**src/rtl/fft_reorder_ctrl_pkg.sv**
```systemverilog
// fft_reorder_ctrl_pkg: frame geometry, sequencer state encoding and bit-reversal helper
package fft_reorder_ctrl_pkg;
  localparam int LOGN = 6;
  localparam int FRAME = 1 << LOGN;
  typedef enum logic [1:0] {IDLE, FILL, STREAM, DRAIN} state_t;
  function automatic logic [LOGN-1:0] bitrev6(input logic [LOGN-1:0] x);
    logic [LOGN-1:0] r;
    for (int i = 0; i < LOGN; i++) r[i] = x[LOGN-1-i];
    return r;
  endfunction
endpackage

```
**src/rtl/reorder_addr_gen.sv**
```systemverilog
// reorder_addr_gen: sample counter, pattern parity and natural/bit-reversed RAM address mux
module reorder_addr_gen
  import fft_reorder_ctrl_pkg::*;
(
  input  logic            CLK,
  input  logic            RST_N,
  input  logic            inc,
  input  logic            clr,
  input  logic            idle,
  output logic [LOGN-1:0] cnt,
  output logic [LOGN-1:0] addr
);
  logic            par;
  logic [LOGN-1:0] idx;
  always_ff @(posedge CLK or negedge RST_N)
    if (!RST_N) begin
      cnt <= '0;
      par <= 1'b0;
    end else if (clr) begin
      cnt <= '0;
      par <= 1'b0;
    end else if (inc) begin
      cnt <= cnt + 1'b1;
      par <= par ^ (&cnt);
    end
  // each frame alternates the pattern so the read of the old frame and the write of the new share one address
  always_comb begin
    idx  = idle ? '0 : cnt;
    addr = par ? bitrev6(idx) : idx;
  end
endmodule

```
**src/rtl/fft_reorder_ctrl.sv**
```systemverilog
// fft_reorder_ctrl: RAM64 sequencer for streaming bit-reversed/natural reorder.
// Define FFT_REORDER_ERR_EN to add the sticky ERR output for misplaced START.
module fft_reorder_ctrl
  import fft_reorder_ctrl_pkg::*;
(
  input  logic            CLK,
  input  logic            RST_N,
  input  logic            ED,
  input  logic            START,
  output logic            RAM_ED,
  output logic            RAM_WE,
  output logic [LOGN-1:0] RAM_ADDR,
  output logic            OUT_VALID,
  output logic            OUT_START
`ifdef FFT_REORDER_ERR_EN
  ,output logic           ERR
`endif
);
  state_t          state, state_nx;
  logic [LOGN-1:0] cnt;
  logic            bnd, inc, clr, vld_nx;
  reorder_addr_gen u_addr (
    .CLK  (CLK),
    .RST_N(RST_N),
    .inc  (inc),
    .clr  (clr),
    .idle (state == IDLE),
    .cnt  (cnt),
    .addr (RAM_ADDR)
  );
  always_ff @(posedge CLK or negedge RST_N)
    if (!RST_N) state <= IDLE;
    else if (ED) state <= state_nx;
  // the frame-boundary access in FILL already returns sample 0 of the previous frame
  always_comb begin
    bnd      = cnt == '0;
    state_nx = state == IDLE  ? (START ? FILL : IDLE) :
               state == DRAIN ? (&cnt ? IDLE : DRAIN) :
               bnd            ? (START ? STREAM : DRAIN) : state;
    inc      = ED & (state != IDLE | START);
    clr      = ED & state == DRAIN & (&cnt);
    RAM_ED   = ED;
    RAM_WE   = RST_N & ED & (state == IDLE ? START : state != DRAIN & (!bnd | START));
    vld_nx   = state == STREAM | state == DRAIN | (state == FILL & bnd);
  end
  always_ff @(posedge CLK or negedge RST_N)
    if (!RST_N) begin
      OUT_VALID <= 1'b0;
      OUT_START <= 1'b0;
    end else if (ED) begin
      OUT_VALID <= vld_nx;
      OUT_START <= vld_nx & bnd;
    end
`ifdef FFT_REORDER_ERR_EN
  logic bad;
  always_comb bad = START & (state == DRAIN | (state != IDLE & !bnd));
  always_ff @(posedge CLK or negedge RST_N)
    if (!RST_N) ERR <= 1'b0;
    else if (ED & bad) ERR <= 1'b1;
`endif
endmodule

```
**config.mk**
```make
export PLATFORM = sky130hd
export DESIGN_NAME = fft_reorder_ctrl
export DESIGN_NICKNAME = d
export VERILOG_FILES = /design/src/rtl/fft_reorder_ctrl_pkg.sv /design/src/rtl/reorder_addr_gen.sv /design/src/rtl/fft_reorder_ctrl.sv
export SDC_FILE = /design/constraint.sdc
export NUM_CORES = 1
export LEC_CHECK = 0
export BUFFER_PORTS_ARGS = -buffer_cell sky130_fd_sc_hd__buf_2
export CAP_MARGIN = 25
export CORE_MARGIN = 1.5
export CORE_UTILIZATION = 35
export DETAILED_ROUTE_END_ITERATION = 8
export GPL_TIMING_DRIVEN = 0
export HOLD_SLACK_MARGIN = 0.06
export PLACE_DENSITY = 0.59
export SLEW_MARGIN = 40
export SYNTH_ARGS = -nofsm -noshare
export SYNTH_HDL_FRONTEND = slang
export SYNTH_HIERARCHICAL = 1
export SYNTH_SLANG_ARGS = --single-unit
```
**constraint.sdc**
```tcl
create_clock -name CLK -period 3.5 [get_ports CLK]
set_input_delay 0.35 -clock CLK [delete_from_list [all_inputs] [get_ports CLK]]
set_output_delay 0.35 -clock CLK [all_outputs]
set_load 0.03 [all_outputs]
```
# [After elaboration in Yosys (flattened, before gate mapping)]
# Index checks and enable logic that the tools add are counted.
[word_totals] reg_bits=11 out_inout_bits=10 wordCells=44
[op_classes] add_sub_neg=1 n_eq_ne=4 n_mux=13 bitwise_logic=13 reduce_logical=8
[op_table] operator="$mux 6" count=4
[op_table] operator="$and 1x1->1" count=8
[op_table] operator="$mux 2" count=4
[op_table] operator="$add 6x1->6 const B" count=1
[op_table] operator="$logic_not 6->1" count=1
[op_table] operator="$reduce_and 6->1" count=1
[op_table] operator="$mux 1" count=5
[op_table] operator="$eq 2x2->1 const B" count=2
[op_table] operator="$or 1x1->1" count=4
[op_table] operator="$reduce_bool 2->1" count=2
[op_table] operator="$reduce_bool 3->1" count=1
[op_table] operator="$eq 2x1->1 const B" count=1
[op_table] operator="$logic_not 2->1" count=1
[op_table] operator="$ne 2x2->1 const B" count=1
[op_table] operator="$reduce_and 2->1" count=1
[op_table] operator="$logic_not 1->1" count=1
[op_table] operator="$xor 1x1->1" count=1

# [Logic depth before layout (Yosys ltp)]
# Gate-level depths: netlist (run 1).
[logic_depth] word_depth=6 ltp_mapped=6 mapped_depth_nobuf=5

# [Modules after synthesis]
# The synthesis (run 1) kept the hierarchy.
[modules_own_cells] mod="reorder_addr_gen" n_inst=1 cells_per_inst=45 area_each_um2=420.4 seq_area_each_um2=175.2
[modules_own_cells] mod="fft_reorder_ctrl" n_inst=1 cells_per_inst=34 area_each_um2=274.0 seq_area_each_um2=100.1

# [Least setup slack after synthesis (run 1)]
# Ideal clock, no wire load.
[synth_timing] kind="register -> output" from="register u_addr.cnt[1]" to="output port RAM_WE" arrival_time_ns=1.287 required_ns=3.150 path_slack_ns=1.863 path_stages_with_launch=5 path_cell_list="dfrtp_1 -> nor4_2 -> and2_2 -> o21ai_0 -> and4_1"
[synth_via] elab_chain_cells=6
[synth_rtl] element="start, declared" line="reorder_addr_gen.sv:10" text="output logic [LOGN-1:0] cnt,"
[synth_rtl] element="start signal, assigned" line="reorder_addr_gen.sv:23" text="cnt <= cnt + 1'b1;"
[synth_rtl] element="$logic_not 6->1" line="fft_reorder_ctrl.sv:36" text="bnd = cnt == '0;"
[synth_rtl] element="$logic_not 1->1" line="fft_reorder_ctrl.sv:43" text="RAM_WE = RST_N & ED & (state == IDLE ? START : state != DRAIN & (!bnd | START));"
[synth_rtl] element="$or 1x1->1" line="fft_reorder_ctrl.sv:43"
[synth_rtl] element="$and 1x1->1" line="fft_reorder_ctrl.sv:43"
[synth_rtl] element="$mux 1" line="fft_reorder_ctrl.sv:43"
[synth_rtl] element="$and 1x1->1" line="fft_reorder_ctrl.sv:43"
[synth_rtl] element="end, declared" line="fft_reorder_ctrl.sv:11" text="output logic RAM_WE,"
# Every way passes these cells.

# [Worst setup path in the final report (run 1)]
# Ends and elaborated chain as after synthesis.

==> results of run 1 <==
-- layout make-up --
type                    instances  area (um2)
fillers                       197         975
repair buffers                 14        75.1
clock buffers                   4        26.3
flip-flops and latches         11         275
inverters                       3        11.3
plain buffers                   5        30.0
multi-input cells              60         378
well taps                      25        31.3
-- cell usage in the layout, fill, tap and decap left out, types with 2 or more instances in the layout --
cell and instances:
nand2_1 3, clkbuf_4 3, buf_2 15, xor2_1 3, nand3_1 2, dfrtp_1 11, nand4_1 4, nor2_1 16
buf_4 2, mux2i_1 7, a21oi_1 5, inv_1 3, o21ai_0 4, or3_1 2
-- flip-flops by register name (all words and copies together), names as in the netlist --
name,count
u_addr/par,1
OUT_VALID,1
u_addr/cnt,6
OUT_START,1
state,2
-- worst max-delay path by stage --
stage             startpoint  endpoint  cells after the start
6_report       u_addr/cnt[1]    RAM_WE                      5
2_1_floorplan  u_addr/cnt[1]    RAM_WE                      4
3_5_place_dp   u_addr/cnt[1]    RAM_WE                      5
5_1_grt        u_addr/cnt[1]    RAM_WE                      5
4_1_cts        u_addr/cnt[0]    RAM_WE                      5
3_3_place_gp   u_addr/cnt[1]    RAM_WE                      5
-- critical path: cells and delay by family (launching register included) --
kind	cells	cell delay [ns]
compound gates	1	0.07
buf+inv	1	0.17
flops	1	0.47
simple gates	3	0.77
-- per-layer routing --
layer | vias up | share of wire (%) | GRT usage (%)
li1 | 315 | - | -
met3 | 4 | 5.8 | 5.66
met2 | 16 | 45 | 20.8
met4 | 0 | 1.9 | 8.11
met5 | - | 0 | 0
met1 | 280 | 47 | 17.7
-- report_power, final --
part	leakage, uW	switching (uW)	total (uW)	internal, uW
registers	0.000127	77.5	251	174
logic	0.000221	219	346	127
clock network	0.0000150	45.1	89.3	44.2
total	0.000363	342	686	345
-- through the flow --
| stage | total power (uW) | instances |
|---|---|---|
| after floorplan | 509 | 79 |
| after global placement | 593 | 117 |
| after detailed placement | 600 | 117 |
| after CTS | 695 | 122 |
| after global routing | 746 | 122 |
| final | 686 | 122 |
-- cell families after synthesis --
logic type               after synthesis  synth area share [%]
AO/OA/AOI/OAI                         14                  12.1
XOR/XNOR                               4                  5.05
adder cells (fa/ha/maj)                1                  1.80
buffers and inverters                  8                  5.94
flip-flops                            11                  39.6
multiplexers                           7                  10.1
AND/OR/NAND/NOR                       34                  25.4
==> flow_summary.toml, run 1 <==
[outcome]
outcome = "finished, final reports clean"

[synthesis]
synth-edff-count = 0
ys_ff_latch = 11
syn_avg_cell_area_um2 = 8.79
yosysTopAreaCellShare_pct = 39.6
synthesis.area_um2 = 694
seq_area_frac_synth_pct = 39.6
netlist_top_cells_count = "nor2_1 (16), dfrtp_1 (11), mux2i_1 (7)"
synth.area.top_cells = "dfrtp_1 (40%), mux2i_1 (10%), nor2_1 (8.6%)"
ys_warn_count = 6
syn_nets = 84
yosysMostFrequentCell = "nor2_1"
async_flop_share_pct = 100
ys_types = 28
synthFlopType = "dfrtp_1"
syn_inst = 79
yosysTopAreaCell = "dfrtp_1"

[placed_design]
dp_hpwl_um = 986
gp_congestion = 0.801
pre_cts_ws_ns = 1.68
placed_cell_area_um2 = 791
portBuffers = 13

[floorplan]
dieArea_um2 = 2260
top_level_ports = 14
die_w_um = 47.5
core_um2 = 1800
die_height_um = 47.5
initial_core_util_pct = 38.5
rows = 15

[route]
drc_errors = 0
viasPerCell = 5.04
wire_per_inst_um = 11.3
num_vias = 615
drt_pass1_iterations = 4
wl_mm = 1.38
first_iter_violations = 9
antenna_left = 0

[clock_network]
post_cts_buffers = 0
numCtsBuffers = 3
clk-insertion-delay-late_ns = 0.27
cts_max_level = 1
cts_tree = "yes"
cts_resized = 0
cts_hold_buf = 1
cts_sinks = 11
clk_path_buf_depth = 2
root_buffer = "clkbuf_4"
path_clk_slew_ns = 0.07

[critical_path]
critical_path_required_ns = 3.15
crit_path_top_delay_cell = "dfrtp_1"
r2r_start = "state[0]"
cp.arrival_ns = 1.76
crit_fanout = 8
cp-end-kind = "primary output"
start_kind = "register"
r2r-end = "u_addr/cnt[5]"
r2r_cells = 6
slowest_delay_ns = 0.47
rrSetupSlack_ns = 1.80
critPathKind = "register to primary output"
cp_cell_sequence = "nor4_2, and2_2, o21ai_0, and4_1, buf_2"

[power]
ir_drop_uv = 428
leakage_uw = 0.000363
power.density_nw_per_um2 = 830

[global_route]
antenna_found_initial = 0
grt.total_usage_pct = 14.2
grt.overflow.total = 0
grt_pass1_wl_mm = 2.16
grt_pass1_vias = 501
grt_max_degree = 13

[cells_and_area]
antenna_cells = 0
final_core_util_pct = 45.9
nNetsFinal = 103
fin_area_um2 = 827
layout-drive-gt1-share_pct = 24.7
syn2layout_area_growth_pct = 19.1

[sta]
clock.fmax_ghz = 0.474
min_period_ns = 2.11
maxSlewHeadroom_pct = 66.2
skew_ns = 0.00155
slew_viol_final = 0
setup_viol = 0
rsz0062_at_grt = "no"
finalCritPeriodShare_pct = 60.3
timing.final.ws_setup_ns = 1.39
holdWs_ns = 0.462
hold_viol = 0
worst_pin_slew_ns = 0.505
tns_ns = 0

[worst_hold_path]
hp-class = "input port to register"
worstHoldStart = "START"
min_path_cells = 3
holdPathEnd = "state[0]"

[job]
max_cap_violations = 0
(Power assumes the default switching activity.)
==> run 2, diff against run 1 <==
Settings changed: ABC_AREA set to 1, PLACE_DENSITY 0.59 to 0.61.
Clock period 3.5 ns to 1.7 ns, I/O delays scaled along.
==> run 2 against run 1 <==
  * Via count increased by 19%
  * Sequential power increased by 120%
  * Clock power increased by 110%
  * Synthesized area increased by 5.2%
  * Critical endpoint unchanged
  * Highest routed layer unchanged
==> flow_summary.toml, run 2 <==
[outcome]
outcome = "finished, final reports clean"

[cells_and_area]
reg.largest.list = "u_addr/cnt (6), state (2)"
fin_area_um2 = 868
nNetsFinal = 129
antenna_cells = 0
largest_reg_flops = 6
most-common-layout-cells = "nand2_1 (27), buf_2 (14), a21oi_1 (13), nor2_1 (12), nand3_1 (12)"
syn2layout_area_growth_pct = 18.8
top_register = "u_addr/cnt"
final_core_util_pct = 44.3
layout-drive-gt1-share_pct = 27.6
final_common_cell = "nand2_1"

[clock_network]
post_cts_buffers = 0
numCtsBuffers = 3
cts_tree = "yes"
cts_max_level = 1
cts_sinks = 11
clk-insertion-delay-late_ns = 0.27
root_buffer = "clkbuf_4"
clk_path_buf_depth = 2
path_clk_slew_ns = 0.07

[placed_design]
dp_hpwl_mm = 1.15
gp_congestion = 0.777
pre_cts_ws_ns = 0.175
placed_cell_area_um2 = 830
portBuffers = 13

[floorplan]
die_w_um = 48.7
top_level_ports = 14
die_height_um = 48.7
core_um2 = 1960
dieArea_um2 = 2370
rows = 16
initial_core_util_pct = 37.2

[synthesis]
synth-edff-count = 0
ys_warn_count = 6
syn_avg_cell_area_um2 = 6.96
netlist_top_cells_count = "nand2_1 (27), a21oi_1 (13), nand3_1 (12), nor2_1 (12), dfrtp_1 (11)"
async_flop_share_pct = 100
syn_inst = 105
yosysTopAreaCell = "dfrtp_1"
syn_nets = 110
synthesis.area_um2 = 731
synth_mux_area_share_pct = 0
ys_types = 20
synth.area.top_cells = "dfrtp_1 (38%), nand2_1 (14%), a21oi_1 (8.9%)"
synth_top_family_by_area = "simple AND/OR/NAND/NOR gates"
yosysMostFrequentCell = "nand2_1"
ys_ff_latch = 11
synth-compound-area-share_pct = 13.2
synthFlopType = "dfrtp_1"
seq_area_frac_synth_pct = 37.7
yosysTopAreaCellShare_pct = 37.7
yosys.area_share.xor_xnor_pct = 0
yosys.area_share.simple_pct = 41.1
synthAdderAreaFrac_pct = 1.71

[critical_path]
start_kind = "input port"
critical_path_required_ns = 1.53
critPathKind = "input port to primary output"
cp-end-kind = "primary output"
crit_fanout = 12
cp.arrival_ns = 1.42

[power]
ir_drop_uv = 562
leakage_uw = 0.000444
power.density_nw_per_um2 = 1860

[sta]
slew_viol_final = 0
holdWs_ns = 0.230
hold_viol = 0
rsz0062_at_grt = "no"
timing.final.ws_setup_ns = 0.108
min_period_ns = 1.59
setup_viol = 0
skew_ns = 0.000383
maxSlewHeadroom_pct = 67.0
worst_pin_slew_ns = 0.495
tns_ns = 0
clock.fmax_ghz = 0.628
finalCritPeriodShare_pct = 93.7

[global_route]
grt_pass1_vias = 659
grt_pass1_wl_mm = 2.74
grt_max_degree = 13
grt.total_usage_pct = 14.4
antenna_found_initial = 0
grt.overflow.total = 0

[route]
antenna_left = 0
drc_errors = 0
wire_per_inst_um = 10.4
viasPerCell = 4.87
wl_mm = 1.57
drt_pass1_iterations = 4
first_iter_violations = 23
num_vias = 731

[worst_hold_path]
hp-class = "input port to register"

[job]
max_cap_violations = 0
==> run 2: changes by cell type in the layout (fill, tap and decap cells not counted), sizes merged, moves of 3 or more <==
cell	before	now
a21oi	5	13
inv	3	9
mux2i	7	0
nand2	3	29
nand3	3	13
nand4	4	0
nor2	16	19
xor2	3	0
==> run 2: worst paths after layout <==
path,endpoint,startpoint,slack (ns),cells after the start
hold / removal,state[0],ED,0.23,4
min in group asynchronous,OUT_START,RST_N,0.30,2
setup reg to reg,u_addr/par,state[1],0.21,7
hold reg to reg,OUT_START,OUT_START,0.51,2
setup / recovery,RAM_WE,RST_N,0.11,5
max in group asynchronous,u_addr/cnt[4],RST_N,1.17,2
==> run 2: cells by family (layout without fill, tap and decap cells) <==
logic type / after synthesis / count (layout)
AOI/OAI and AO/OA: 19 / 19
and+or+nand+nor: 63 / 63
buffers and inverters: 11 / 29
adders and majority gates: 1 / 1
DFF: 11 / 11
==> run 2: metrics by stage <==
stage / power (uW) / cells
floorplan: 1210 / 105
global placement: 1410 / 145
detailed placement: 1420 / 145
CTS: 1610 / 150
global route: 1760 / 150
finish: 1610 / 150
==> run 2: metal layers <==
metal  vias up  track usage [%]  part of all wire [%]
met4         0             7.14                   1.5
met2        17             23.1                    48
met3         4             1.85                   3.6
met5         -                0                     0
met1       329             19.0                    47
li1        381                -                     -
==> run 2: layout make-up <==
class | instances | area, um2
Fill cell | 221 | 1090
Multi-Input combinational cell | 83 | 409
Sequential cell | 11 | 278
Timing Repair Buffer | 14 | 75.1
Inverter | 9 | 33.8
Tap cell | 27 | 33.8
Clock buffer | 4 | 26.3
Buffer | 2 | 12.5
==> run 2: critical path, cell delays in order <==
cell           delay (ns)
dlygate4sd3_1        0.52
buf_2                0.27
nand3_1              0.11
a21oi_1              0.13
buf_2                0.22
==> run 2: what timing repair did <==
action | in CTS | in global routing
resized for setup | 0 | 3
endpoints found under the hold margin | 11 | 0
endpoints found under the setup margin | 0 | 9
hold buffers | 1 | 0
==> run 2: where the power goes <==
part / leakage [uW] / switching, uW / total, uW / internal, uW
Combinational: 0.000296 / 598 / 880 / 282
Clock: 0.0000150 / 93.9 / 185 / 90.9
Sequential: 0.000134 / 171 / 547 / 376
Total: 0.000444 / 863 / 1610 / 749
